[src/rtl/pulse_classifier_pkg.sv]
// Shared encodings for the pulse classifier: symbol codes and FSM states.
package pulse_classifier_pkg;

  // Symbol codes reported on the symbol output.
  localparam logic [1:0] SYM_NONE = 2'b00;
  localparam logic [1:0] SYM_DOT  = 2'b01;
  localparam logic [1:0] SYM_DASH = 2'b10;
  localparam logic [1:0] SYM_GAP  = 2'b11;

  // Run-tracking states: waiting for a pulse, inside a high run,
  // inside a low run, or parked after an over-long high run.
  typedef enum logic [1:0] {
    ST_IDLE = 2'b00,
    ST_HIGH = 2'b01,
    ST_LOW  = 2'b10,
    ST_ERR  = 2'b11
  } state_t;

endpackage

[src/rtl/pulse_classifier.sv]
// Measures high/low run lengths on a serial line and classifies each
// completed run as DOT, DASH or GAP, with a strobe for over-long highs.
//
// Output handshake: symbol_valid is a one-cycle strobe with no back-pressure;
// symbol is meaningful in the cycle symbol_valid is high and otherwise holds
// the last reported code. error is a separate one-cycle strobe and is never
// high in the same cycle as symbol_valid.
//
// The FSM state and run counter are internal signals named state and
// run_len so checkers can observe them directly.
module pulse_classifier
  import pulse_classifier_pkg::*;
#(
  parameter int SHORT_MAX = 4,
  parameter int LONG_MAX  = 12,
  parameter int GAP_MIN   = 8,
  parameter int CNT_WIDTH = 8
) (
  input  logic       clk,
  input  logic       reset,
  input  logic       in,
  output logic [1:0] symbol,
  output logic       symbol_valid,
  output logic       error
);

  // Thresholds at counter width so every comparison is width-matched.
  localparam logic [CNT_WIDTH-1:0] SHORT_LIMIT = CNT_WIDTH'(SHORT_MAX);
  localparam logic [CNT_WIDTH-1:0] LONG_LIMIT  = CNT_WIDTH'(LONG_MAX);
  // The GAP fires when the current sample would be the GAP_MIN-th low.
  localparam logic [CNT_WIDTH-1:0] GAP_LAST    = CNT_WIDTH'(GAP_MIN - 1);
  localparam logic [CNT_WIDTH-1:0] CNT_ONE     = CNT_WIDTH'(1);
  localparam logic [CNT_WIDTH-1:0] CNT_ZERO    = '0;

  state_t               state, next_state;
  logic [CNT_WIDTH-1:0] run_len, next_run_len;
  logic [1:0]           next_symbol;
  logic                 next_valid;
  logic                 next_error;

  // State, run counter and registered outputs; reset discards any partial run.
  always_ff @(posedge clk or posedge reset) begin
    if (reset) begin
      state        <= ST_IDLE;
      run_len      <= CNT_ZERO;
      symbol       <= SYM_NONE;
      symbol_valid <= 1'b0;
      error        <= 1'b0;
    end else begin
      state        <= next_state;
      run_len      <= next_run_len;
      symbol       <= next_symbol;
      symbol_valid <= next_valid;
      error        <= next_error;
    end
  end

  // Next state, run length and strobes from the current sample of in.
  always_comb begin
    next_state   = state;
    next_run_len = run_len;
    next_symbol  = symbol;
    next_valid   = 1'b0;
    next_error   = 1'b0;

    case (state)
      ST_IDLE: begin
        if (in) begin
          next_state   = ST_HIGH;
          next_run_len = CNT_ONE;
        end
      end

      ST_HIGH: begin
        if (in) begin
          if (run_len == LONG_LIMIT) begin
            next_error = 1'b1;
            next_state = ST_ERR;
          end else begin
            next_run_len = run_len + CNT_ONE;
          end
        end else begin
          // First low sample closes the high run; classify its length.
          next_symbol  = (run_len <= SHORT_LIMIT) ? SYM_DOT : SYM_DASH;
          next_valid   = 1'b1;
          next_state   = ST_LOW;
          next_run_len = CNT_ONE;
        end
      end

      ST_LOW: begin
        if (in) begin
          // Short low run between pulses: intra-character space, no strobe.
          next_state   = ST_HIGH;
          next_run_len = CNT_ONE;
        end else if (run_len == GAP_LAST) begin
          next_symbol  = SYM_GAP;
          next_valid   = 1'b1;
          next_state   = ST_IDLE;
          next_run_len = CNT_ZERO;
        end else begin
          next_run_len = run_len + CNT_ONE;
        end
      end

      ST_ERR: begin
        // Stay silent until the line drops; the trailing low is not a GAP.
        if (!in) begin
          next_state   = ST_IDLE;
          next_run_len = CNT_ZERO;
        end
      end

      default: begin
        next_state   = ST_IDLE;
        next_run_len = CNT_ZERO;
      end
    endcase
  end

endmodule

[config.mk]
export PLATFORM = sky130hd
export DESIGN_NAME = pulse_classifier
export DESIGN_NICKNAME = d
export VERILOG_FILES = /design/src/rtl/pulse_classifier_pkg.sv /design/src/rtl/pulse_classifier.sv
export SDC_FILE = /design/constraint.sdc
export NUM_CORES = 1
export LEC_CHECK = 0
export CORE_AREA = 2 2 53 55
export DETAILED_ROUTE_END_ITERATION = 12
export DIE_AREA = 0 0 55 57
export PLACE_DENSITY = 0.59
export SETUP_SLACK_MARGIN = 0.1
export SLEW_MARGIN = 20
export SYNTH_ARGS = -nofsm -noshare
export SYNTH_HDL_FRONTEND = slang
export SYNTH_SLANG_ARGS = --single-unit
[constraint.sdc]
create_clock -name clk -period 4.5 [get_ports clk]
set_input_delay 0.9 -clock clk [delete_from_list [all_inputs] [get_ports clk]]
set_output_delay 0.9 -clock clk [all_outputs]
set_load 0.1 [all_outputs]
# --- Yosys cells after proc, flatten, opt, wreduce, memory -nomap -nowiden ---
# Index checks and enable logic that the tools add are counted.
word_totals:
  ff_bits: 14
  latchBits: 0
  mem_bits_rw: 0
  mem_bits_ro: 0
  inputBits: 3
  out_inout_bits: 4
  wordCells: 51
  mem_count: 0
op_classes:
  n_addsub: 1
  mul: 0
  n_div: 0
  n_lt_le_gt_ge: 1
  n_eq_ne: 13
  n_shift: 0
  muxes: 26
  bitwise: 0
  n_reduce_logical: 5
ops:
  columns: ["operator", "n"]
  rows:
  - ["2-to-1 mux 8 bit", 6]
  - ["one-hot mux 8 bit (4 select lines)", 1]
  - ["2-to-1 mux 2 bit", 10]
  - ["inequality test 2 bit (second input constant)", 5]
  - ["inequality test 3 bit (second input constant)", 3]
  - ["adder 8 x 1 -> 8 bit (second input constant)", 1]
  - ["== test 8 x 3 -> 1 bit (second input constant)", 1]
  - ["== test 8 x 4 -> 1 bit (second input constant)", 1]
  - ["less-or-equal comparator 8 x 3 -> 1 bit (second input constant)", 1]
  - ["one-hot mux 2 bit (4 select lines)", 1]
  - ["AND reduction 4 bit", 2]
  - ["2-to-1 mux 1 bit", 6]
  - ["== test 2 bit (second input constant)", 2]
  - ["one-hot mux 2 bit (2 select lines)", 1]
  - ["AND reduction 3 bit", 1]
  - ["== test 2 x 1 -> 1 bit (second input constant)", 1]
  - ["zero test 2 bit", 1]
  - ["one-hot mux 1 bit (2 select lines)", 1]
  - ["nonzero test 2 bit", 1]

# --- Depth between registers and ports, before layout ---
depth:
  ltp_word: 4
  ltp_mapped: 7
  depth_no_buf: 6

# --- Least setup slack after synthesis ---
# OpenSTA, ideal clock, no wires.
synth_path:
  kind: "in2reg"
  from: "input port in"
  to: "register run_len[1]"
  setup_ps: 127
  arrival_time_ps: 1924
  required_time_ps: 4373
  setup_slack_ps: 2449
  stages: 5
  cell_sequence: "buf_4 > o21a_1 > a41oi_1 > buf_4 > mux2_1"
synth_via:
  elab_chain_len: 2
  word_cells_on_any_way: 7
  classes_between: "3 x eq/ne; 3 x mux; 1 x reduce/logical"
synth_lines:
  columns: ["item", "line", "rtl"]
  rows:
  - ["start: declaration", "pulse_classifier.sv:21", "input logic in,"]
  - ["2-to-1 mux 8 bit, or another cell as far along", "pulse_classifier.sv:92", "if (in) begin"]
  - ["one-hot mux 8 bit (4 select lines) / AND reduction 3 bit (equally long branches)", null, null]
  - ["end signal: assignment", "pulse_classifier.sv:51", "run_len <= next_run_len;"]
  - ["end: declaration", "pulse_classifier.sv:36", "logic [CNT_WIDTH-1:0] run_len, next_run_len;"]
# Several ways; a longest one is shown, not always the timed one.
# A chain may end at the register's enable or synchronous reset.

# --- Final worst setup path ---
layout_path:
  from: "input port in"
  to: "register run_len[2]"
# The elaborated chain is that of the path after synthesis.

==> flow_summary_export.csv <==
group,metric,value,unit
outcome,outcome,"complete, no violations",
routing,wirelength,2039,um
critical_path,cp_num_buf_inv,1,
timing,fin_crit,3.030,ns
floorplan,dieArea,3135,um^2
yosys,synth_edf_count,0,
critical_path,cp_slowest_cell,"clkdlybuf4s50_1",
yosys,synthCells,101,
global_routing,overflow,0,
routing,drt_first_pass_iters,4,
yosys,synth_seq_cells,14,
min_path,hp-class,"register to register",
placement,dp_hpwl,1498,um
clocking,cts.clk_slew.worst_paths,0.08,ns
critical_path,crit_family,"compound AO/OA/AOI/OAI gates",
power,power.switching,323.2,uW
power,p_int,356.7,uW
yosys,synth_area,991.0,um^2
yosys,synth-seq-area-share,35.35,%
critical_path,worstPathRequired,4.68,ns
global_routing,grt_pass1_wl,3643,um
global_routing,grt_pass1_vias,811,
timing,relSlewSlack,35.36,%
clocking,ctsHoldBuffers,0,
routing,drc,0,
yosys,synth_fp_nets,111,
cells_and_area,n_antenna_cell,0,
routing,drt_iter0_markers,9,
timing,max_slew.worst_pin.slew,0.9666,ns
routing,vias,786,
global_routing,grt_usage,16.05,%
floorplan,coreArea,2615,um^2
critical_path,regToRegStartpoint,"state[1]$_DFFE_PP0P_",
floorplan,dieHeight,57,um
clocking,cts_max_level,1,
global_routing,antenna_found_initial,0,
timing,setup_tns,0,ns
placement,io_buffers,6,
yosys,avgSynthCellArea,9.811,um^2
timing,fmax,330.0,MHz
floorplan,pin_count,7,
timing,finalSetupViolCount,0,
clocking,cts_resized,0,
global_routing,grt_max_degree,15,
yosys,synth_warnings,0,
yosys,yosysTopAreaCellShare,35.35,%
timing,finalWorstSetupSlack,1.470,ns
timing,slew_viol_final,0,
timing,finalCritPeriodShare,67.34,%
cells_and_area,final_layout_size_suffix_gt1_share,13.08,%
critical_path,criticalPathCategory,"primary input to register",
yosys,yosysTopAreaCell,"dfrtp_1",
routing,vias_per_cell,5.696,
power,share_comb_of_total_power,59.4,%
clocking,post-cts-setup-buffers,0,
clocking,cts_buffer_depth,2,
run,cap_violations,0,
yosys,synthDistinctLibCells,38,
power,max-vdd-ir-drop,0.4394,mV
timing,hold_viol_final,0,
clocking,clockRootBuffer,"clkbuf_4",
floorplan,die_x,55,um
timing,skew,0.001234,ns
critical_path,worstPathMaxFanout,12,
placement,gp_congestion,0.7818,
floorplan,start_util,37.89,%
power,sequentialPowerShare,27.2,%
routing,avgRoutedWirePerCell,14.78,um
cells_and_area,fin_nets,118,
power,power_density,621.0,nW/um^2
timing,grt_setup_unrepaired,"false",
cells_and_area,area_growth,10.48,%
placement,pre_cts_ws,1.192,ns
min_path,min_from,"symbol[1]$_DFFE_PP0P_",
routing,ant_nets,0,
power,power_leakage,0.0004965,uW
critical_path,crit_path_start,"in",
clocking,numCtsBuffers,3,
critical_path,cp_cell_sequence,"clkdlybuf4s50_1 -> mux2_2 -> a41oi_1 -> o31ai_1 -> a22o_1",
cells_and_area,finish.utilization,41.87,%
critical_path,start_kind,"primary input",
timing,hold_slack,0.5372,ns
clocking,cts_tree,"yes",
power,sw_frac_of_total,47.54,%
yosys,yosysMostFrequentCell,"dfrtp_1",
clocking,insertion_delay,0.28,ns
yosys,yosys-top-cells-area,"dfrtp_1 (35%), ha_1 (8.8%), a22o_1 (5.3%), o22a_1 (3.5%), and3_1 (3.2%)",
critical_path,slowest_delay,0.73,ns
power,power_frac_clock,13.4,%
yosys,synth_common_cells,"dfrtp_1 (14), inv_1 (8), ha_1 (7)",
critical_path,crit_arrival,3.21,ns
yosys,ys.flop_type,"dfrtp_1",
clocking,clkSinkCount,14,
floorplan,num_rows,19,
yosys,synthArstFlopShare,100.0,%
critical_path,critPathCaptureType,"register",
-- metrics by stage --
| stage | cell area (um^2) | cells | total power, uW |
|---|---|---|---|
| after floorplan | 991.0 | 101 | 515.8 |
| after global placement | 1059 | 134 | 586.8 |
| after detailed placement | 1059 | 134 | 592.0 |
| after CTS | 1095 | 138 | 687.5 |
| after global routing | 1095 | 138 | 735.1 |
| final | 1095 | 138 | 679.9 |
-- placed cells by master, fill, tap and decap left out, types with 2 or more instances in the layout --
cell type / synthesis / layout
dfrtp_1: 14 / 14
inv_1: 8 / 8
ha_1: 7 / 7
nor2_1: 6 / 6
a22o_1: 6 / 6
clkdlybuf4s50_1: 0 / 6
nor2b_1: 5 / 5
and3_1: 5 / 5
o21ai_1: 5 / 5
o22a_1: 4 / 4
nand2_1: 4 / 4
nand3_1: 3 / 3
a21oi_1: 3 / 3
nor3_1: 3 / 3
clkbuf_4: 0 / 3
and2_1: 2 / 2
o221a_2: 2 / 2
-- sequential cells by signal (all words and copies together) (netlist names) --
register	cells
run_len	8
state	2
symbol	2
error	1
symbol_valid	1
-- path summary, 6_finish.rpt --
check	endpoint	slack, ns	cells past startpoint
worst max-delay path	run_len[2]$_DFFE_PP0P_	1.47	5
worst min-delay path	symbol[1]$_DFFE_PP0P_	0.54	1
worst max register to register	run_len[2]$_DFFE_PP0P_	2.15	6
worst min register to register	symbol[1]$_DFFE_PP0P_	0.54	1
max in group asynchronous	run_len[1]$_DFFE_PP0P_	3.18	2
min in group asynchronous	run_len[6]$_DFFE_PP0P_	0.96	2
-- per-layer routing --
layer | up-vias | global-route usage (%) | part of all wire, %
met3 | 5 | 5.497 | 3.1
li1 | 393 | - | -
met1 | 380 | 20.76 | 48
met4 | 0 | 4.181 | 1.2
met2 | 8 | 25.34 | 48
met5 | - | 0 | 0
-- cells by family (layout without fill, tap and decap cells) --
| group | Yosys count | count (layout) | share of synthesized area, % |
|---|---|---|---|
| and+or+nand+nor | 38 | 38 | 23.86 |
| adders and majority gates | 7 | 7 | 8.838 |
| AOI/OAI and AO/OA | 27 | 27 | 22.47 |
| DFF | 14 | 14 | 35.35 |
| buffers and inverters | 12 | 18 | 6.186 |
| muxes | 3 | 3 | 3.283 |
-- power by group through the flow --
stage          clock [uW]  sequential [uW]  combinational (uW)
3_3_place_gp            0              186                 401
2_1_floorplan           0              266                 250
3_5_place_dp            0              188                 404
6_report             90.9              185                 404
5_1_grt               102              191                 442
4_1_cts              95.3              185                 407
-- worst register-to-register path, stage by stage, from the launching register on --
cell	delay, ns
dfrtp_1	0.41
inv_1	0.11
ha_1	0.35
o21a_1	0.17
a41oi_1	0.74
o31ai_1	0.18
a22o_1	0.27
-- final cells by class --
class,count,area (um^2)
timing repair buffer,6,60.06
tap,31,38.79
fill,261,1520
sequential,14,350.3
clock buffer,4,36.28
inverter,8,30.03
multi-input combinational,75,579.3
Note: power is estimated with default switching activity, not from simulation.
